`config.mk`:
```
export PLATFORM = sky130hd
export DESIGN_NAME = ece429_fetch_buffer
export DESIGN_NICKNAME = d
export VERILOG_FILES = /design/src/rtl/ece429_fetch_buffer.sv
export SDC_FILE = /design/constraint.sdc
export NUM_CORES = 1
export LEC_CHECK = 0
export ABC_AREA = 1
export CAP_MARGIN = 20
export CORE_ASPECT_RATIO = 1.5
export CORE_MARGIN = 3
export CORE_UTILIZATION = 46
export CTS_BUF_LIST = sky130_fd_sc_hd__clkbuf_8 sky130_fd_sc_hd__clkbuf_16
export DETAILED_ROUTE_END_ITERATION = 7
export GPL_ROUTABILITY_DRIVEN = 0
export PLACE_DENSITY_LB_ADDON = 0.25
export SYNTH_ARGS = -nofsm -noshare
export SYNTH_HDL_FRONTEND = slang
export SYNTH_SLANG_ARGS = --single-unit
```
`constraint.sdc`:
```
create_clock -name clk_in -period 2.2 [get_ports clk_in]
set_input_delay 0.33 -clock clk_in [delete_from_list [all_inputs] [get_ports clk_in]]
set_output_delay 0.33 -clock clk_in [all_outputs]
set_load 0.005 [all_outputs]
```
`src/rtl/ece429_fetch_buffer.sv`:
```
// rtl/ece429_fetch_buffer.sv - IF/ID buffer pairing fetch PCs with memory words, with skid and flush
module ece429_fetch_buffer (
    input  logic        clk_in,
    input  logic        rst_in,
    input  logic [31:0] fetch_pc_in,
    input  logic        fetch_valid_in,
    input  logic [31:0] mem_data_in,
    input  logic        stall_in,
    input  logic        flush_in,
    output logic [31:0] pc_out,
    output logic [31:0] insn_out,
    output logic        valid_out,
    output logic        fetch_stall_out,
    output logic [15:0] squash_count_out
);

    logic        pend_valid_q, pend_valid_d;
    logic [31:0] pend_pc_q, pend_pc_d;
    logic        skid_valid_q, skid_valid_d;
    logic [31:0] skid_pc_q, skid_pc_d;
    logic [31:0] skid_insn_q, skid_insn_d;
    logic        valid_q, valid_d;
    logic [31:0] pc_q, pc_d;
    logic [31:0] insn_q, insn_d;
    logic [15:0] squash_q, squash_d;

    logic        hold;
    logic [16:0] squash_sum;

    assign hold            = valid_q & stall_in;
    assign fetch_stall_out = hold | skid_valid_q;
    assign pc_out           = pc_q;
    assign insn_out         = insn_q;
    assign valid_out        = valid_q;
    assign squash_count_out = squash_q;

    // At most two entries can be live at a flush, so a 17-bit sum is enough to detect overflow.
    assign squash_sum = {1'b0, squash_q} + {16'd0, valid_q} + {16'd0, skid_valid_q}
                      + {16'd0, pend_valid_q};

    always_comb begin
        pend_valid_d = pend_valid_q;
        pend_pc_d    = pend_pc_q;
        skid_valid_d = skid_valid_q;
        skid_pc_d    = skid_pc_q;
        skid_insn_d  = skid_insn_q;
        valid_d      = valid_q;
        pc_d         = pc_q;
        insn_d       = insn_q;
        squash_d     = squash_q;

        if (flush_in) begin
            valid_d      = 1'b0;
            pc_d         = 32'd0;
            insn_d       = 32'd0;
            skid_valid_d = 1'b0;
            pend_valid_d = 1'b0;
            squash_d     = squash_sum[16] ? 16'hFFFF : squash_sum[15:0];
        end else begin
            if (!hold) begin
                if (skid_valid_q) begin
                    valid_d      = 1'b1;
                    pc_d         = skid_pc_q;
                    insn_d       = skid_insn_q;
                    skid_valid_d = 1'b0;
                end else if (pend_valid_q) begin
                    valid_d = 1'b1;
                    pc_d    = pend_pc_q;
                    insn_d  = mem_data_in;
                end else begin
                    valid_d = 1'b0;
                    pc_d    = 32'd0;
                    insn_d  = 32'd0;
                end
            end
            // The word already in flight when decode stalls has nowhere else to go.
            if (pend_valid_q && hold) begin
                skid_valid_d = 1'b1;
                skid_pc_d    = pend_pc_q;
                skid_insn_d  = mem_data_in;
            end
            pend_valid_d = fetch_valid_in & ~fetch_stall_out;
            pend_pc_d    = fetch_pc_in;
        end
    end

    always_ff @(posedge clk_in) begin
        if (rst_in) begin
            pend_valid_q <= 1'b0;
            pend_pc_q    <= 32'd0;
            skid_valid_q <= 1'b0;
            skid_pc_q    <= 32'd0;
            skid_insn_q  <= 32'd0;
            valid_q      <= 1'b0;
            pc_q         <= 32'd0;
            insn_q       <= 32'd0;
            squash_q     <= 16'd0;
        end else begin
            pend_valid_q <= pend_valid_d;
            pend_pc_q    <= pend_pc_d;
            skid_valid_q <= skid_valid_d;
            skid_pc_q    <= skid_pc_d;
            skid_insn_q  <= skid_insn_d;
            valid_q      <= valid_d;
            pc_q         <= pc_d;
            insn_q       <= insn_d;
            squash_q     <= squash_d;
        end
    end

endmodule
```
# Word-level counts from Yosys, hierarchy flattened
# Index checks and enable logic that the tools add are counted.
[classes] addsub=3 n_eq_ne=1 mux=9 n_bitwise=5 n_reduce_logical=3
[op_table] cell="two-way mux 32 bit" n=4
[op_table] cell="adder 17 x 1 -> 17 bit" n=2
[op_table] cell="adder 16 x 1 -> 17 bit" n=1
[op_table] cell="two-way mux 16 bit" n=1
[op_table] cell="two-way mux 1 bit" n=4
[op_table] cell="bitwise AND 1 bit" n=2
[op_table] cell="inequality test 2 x 1 -> 1 bit, second input constant" n=1
[op_table] cell="inverter 1 bit" n=2
[op_table] cell="AND reduction 2 bit" n=1
[op_table] cell="OR reduction 2 bit" n=1
[op_table] cell="logical AND 1 bit" n=1
[op_table] cell="OR 1 bit" n=1
[word_totals] register_bits=179 inputBits=69 output_inout_bits=82 elab_cells=30

# Depth between registers and ports, before layout
[logic_depth] depth_word=4 mapped_depth=11 ltp_nobuf=11

# Worst setup path before layout
# OpenSTA, ideal clock, no wires.
[synth_timing] kind="register -> register" start="reg valid_q (netlist: valid_out)" end="reg squash_q[5] (netlist: squash_count_out[5])" setup_ps=109 t_arrival_ps=2032 t_required_ps=2091 path_slack_ps=59 stages_incl_launch_ff=11 path_buffers=1 synth_period_minus_slack_ps=2141 cell_sequence="dfxtp_1 -> fa_1 -> ha_1 -> fa_1 -> nand3_2 -> nor2_4 -> nand4_2 -> buf_6 -> nand3_1 -> nand2_1 -> inv_1"
[synth_via] elab_chain_len=4
[synth_lines] element="from (decl)" line="22" rtl="logic valid_q, valid_d;"
[synth_lines] element="from (signal assigned)" line="104" rtl="valid_q <= valid_d;"
[synth_lines] element="adder 16 x 1 -> 17 bit" line="38" rtl="assign squash_sum = {1'b0, squash_q} + {16'd0, valid_q} + {16'd0, skid_valid_q}"
[synth_lines] element="adder 17 x 1 -> 17 bit" line="38"
[synth_lines] element="adder 17 x 1 -> 17 bit" line="39" rtl="+ {16'd0, pend_valid_q};"
[synth_lines] element="two-way mux 16 bit" line="58" rtl="squash_d = squash_sum[16] ? 16'hFFFF : squash_sum[15:0];"
[synth_lines] element="to (signal assigned)" line="107" rtl="squash_q <= squash_d;"
[synth_lines] element="to (decl)" line="25" rtl="logic [15:0] squash_q, squash_d;"
# Every way passes these cells.
# A chain may end at the register's enable or synchronous reset.

# Final worst setup path
[layout_timing] start="reg valid_q (netlist: valid_out)" end="reg squash_q[10] (netlist: squash_count_out[10])"
# Same word-level chain as after synthesis.

==> impl_metrics.csv <==
group,metric,value,unit
logic_synthesis,synthCells,935,
critical_path,cp.arrival,2.52,ns
logic_synthesis,synth_top_area_share,50.11,%
cts,insertion_delay,0.42,ns
finish,regArea,3588,sq um
sta,worst_pin_slew,0.6579,ns
global_route,grt_use_total,19.83,%
logic_synthesis,synth.cell_area,7151,sq um
cts,cts_root_buffer,"clkbuf_16",
cts,cts_buffer_depth,2,
routing,drt_first_pass_iters,4,
sta,finClkSkew,0.007897,ns
finish,fin_nets,1135,
routing,post_drt_wl_per_cell,13.27,um
cts,cts_tree,"yes",
finish,finalNonFillerCells,1275,
floorplanning,die_area,17110,sq um
power,p_per_area,717.3,nW/um^2
finish,syn_to_final_growth,32.83,%
critical_path,required,2.53,ns
global_route,grt_max_degree,69,
sta,period_share,99.38,%
power,combinationalPowerShare,5.7,%
critical_path,end_kind,"register",
critical_path,crit_type,"reg -> reg",
critical_path,crit_path_max_fanout,3,
sta,rsz0062_at_grt,"true",
logic_synthesis,synthDistinctLibCells,28,
power,p_sw,1670,uW
global_route,grt-ovfl-total,0,
global_route,antenna_found_initial,1,
power,pwr-share-clk,45.5,%
floorplanning,dieHeight,158.7,um
sta,relSlewSlack,56.14,%
finish,final_layout_size_suffix_gt1_share,8.093,%
power,power,6813,uW
place,detailed_place_hpwl,10.57,mm
logic_synthesis,yosys_register_bits,179,
floorplanning,io_pins,151,
cts,cts_sinks,179,
power,peakVddDrop,0.0003875,V
routing,dr_total_vias,6398,
finish,n_fill_cell,1393,
routing,ant_nets,0,
place,port_buffers,150,
routing,detail_route.iter0.violations,213,
cts,cts-hold-fix-buffers,0,
power,pwr-share-seq,48.8,%
sta,final-max-slew-violation-count,0,
run,maxCapViolations,0,
sta,fin_crit,2.186,ns
cts,clk_pin_slew,0.07,ns
logic_synthesis,syn_avg_cell_area,7.648,sq um
logic_synthesis,yosys-top-cells-area,"dfxtp_1 (50%), o21ai_0 (12%), a21oi_1 (9.2%), nand2_1 (5.8%), inv_1 (4.9%)",
power,p_int,5143,uW
finish,multi_input_area,2917,sq um
worst_hold_path,hold_class,"in -> reg",
cts,htreeDepth,4,
cts,numCtsBuffers,17,
sta,setup_viol,0,
sta,hold_viol,0,
outcome,status,"finished, final reports clean",
sta,timing.fmax,457.4,MHz
floorplanning,coreArea,15140,sq um
routing,totalWireLength,16.92,mm
place,pre_cts_ws,-0.08444,ns
floorplanning,rows,55,
routing,drcViolationCount,0,
power,p_leak,0.003437,uW
floorplanning,die_w,107.8,um
logic_synthesis,ys_seq_area_share,50.11,%
floorplanning,initial_core_util,47.23,%
global_route,grt_pass1_wl,27.81,mm
sta,fin_ws,0.01366,ns
routing,avgViaCountPerCell,5.018,
logic_synthesis,post-synth-top-area-cell,"dfxtp_1",
critical_path,crit_path_start_kind,"register",
global_route,grt_pass1_vias,5875,
power,switching_share,24.51,%
logic_synthesis,yosysWarnings,0,
logic_synthesis,synthesis.nets,1008,
place,dp_cells,1236,
-- worst paths after layout --
check             slack, ns  cells after the start              endpoint      startpoint
setup reg to reg       0.01                     12  squash_count_out[10]       valid_out
hold / removal         0.43                      3          pend_valid_q  fetch_valid_in
hold reg to reg        0.45                      2         skid_pc_q[31]   skid_pc_q[31]
setup / recovery       0.01                     12  squash_count_out[10]       valid_out
-- layer usage --
layer	vias to the layer above	part of all wire (%)	global-route usage [%]
li1	3343	-	-
met1	2902	44	24.43
met2	139	51	34.23
met3	14	3.9	4.026
met4	0	1.2	6.376
met5	-	0	0
-- placed cells by master (no fill, tap or decap), types with 2 or more instances in the layout --
cell,Yosys,final
clkinv_8,0,3
nor2_2,2,5
clkdlybuf4s50_1,0,149
a21oi_1,132,132
inv_2,3,4
o21ai_1,59,59
xor2_1,3,3
nor2_1,74,71
buf_4,2,20
buf_12,0,3
nor3_1,2,2
dfxtp_1,179,177
inv_8,0,5
nand2_1,110,108
nor2_4,2,2
clkinv_4,0,2
buf_6,8,3
clkbuf_16,0,17
nand3_4,0,2
nand3_1,19,17
mux2i_1,2,2
a21oi_2,2,2
inv_1,93,92
o21ai_0,166,166
nand3_2,2,2
inv_6,0,4
nand4_1,7,7
-- sequential cells by signal, indices dropped and copies added (netlist names) --
| name | count |
|---|---|
| insn_out | 32 |
| pc_out | 32 |
| pend_pc_q | 32 |
| pend_valid_q | 1 |
| skid_insn_q | 32 |
| skid_pc_q | 32 |
| skid_valid_q | 1 |
| squash_count_out | 16 |
| valid_out | 1 |
-- through the flow --
stage               area (sq um)  utilization, %  TNS, ns  hold slack [ns]
floorplan                   7151               -        0           0.4237
global placement            8766           57.90  -0.1428           0.4335
detailed placement          8766           57.90  -0.3925           0.4398
CTS                         9459           62.48        0           0.4128
global route                9498           62.74  -0.2203           0.4290
finish                      9498           62.74        0           0.4311
-- worst max-delay path: stages, from the launching register on --
cell	delay, ns
dfxtp_2	0.34
fa_1	0.54
ha_2	0.19
fa_2	0.23
nand3_4	0.09
nor2_4	0.15
buf_6	0.12
buf_6	0.09
nand4_1	0.07
nand2_1	0.10
nand3_1	0.08
nand2_1	0.06
inv_1	0.04
-- final cells by class --
cell class	count	area share, %
flip-flops and latches	179	37.78
multi-input cells	591	30.71
repair buffers	177	18.61
clock buffers	17	4.479
inverters	96	3.794
well taps	199	2.622
clock inverters	15	1.976
diodes	1	0.02635
-- power by group through the flow --
stage / clock network, uW / logic [uW] / registers [uW]
finish: 3100 / 391 / 3330
floorplan: 0 / 182 / 3400
global placement: 0 / 387 / 3400
global route: 3310 / 433 / 3330
detailed placement: 0 / 391 / 3400
CTS: 3170 / 394 / 3330
-- kinds of logic after synthesis --
group | synth area share, %
AOI/OAI and AO/OA | 25.55
xor gates and xnor gates | 0.3675
DFF | 50.11
muxes | 0.2800
buffers and inverters | 9.921
adders and majority gates | 0.9099
and+or+nand+nor | 12.86
-- cells in the mapped netlist, drive strengths merged --
master / number
o21ai: 225
dfxtp: 179
a21oi: 135
nand2: 110
inv: 96
nor2: 78
buf: 36
clkbuf: 33
nand3: 21
nand4: 8
xor2: 3
fa: 2
ha: 2
mux2i: 2
nor3: 2
or2: 2
a31oi: 1
-- what timing repair did --
action,in CTS,in global routing
endpoints found under the setup margin,10,11
pin swaps,4,4
buffers inserted,5,1
gates resized for setup,11,7
Note: power is estimated with default switching activity, not from simulation.
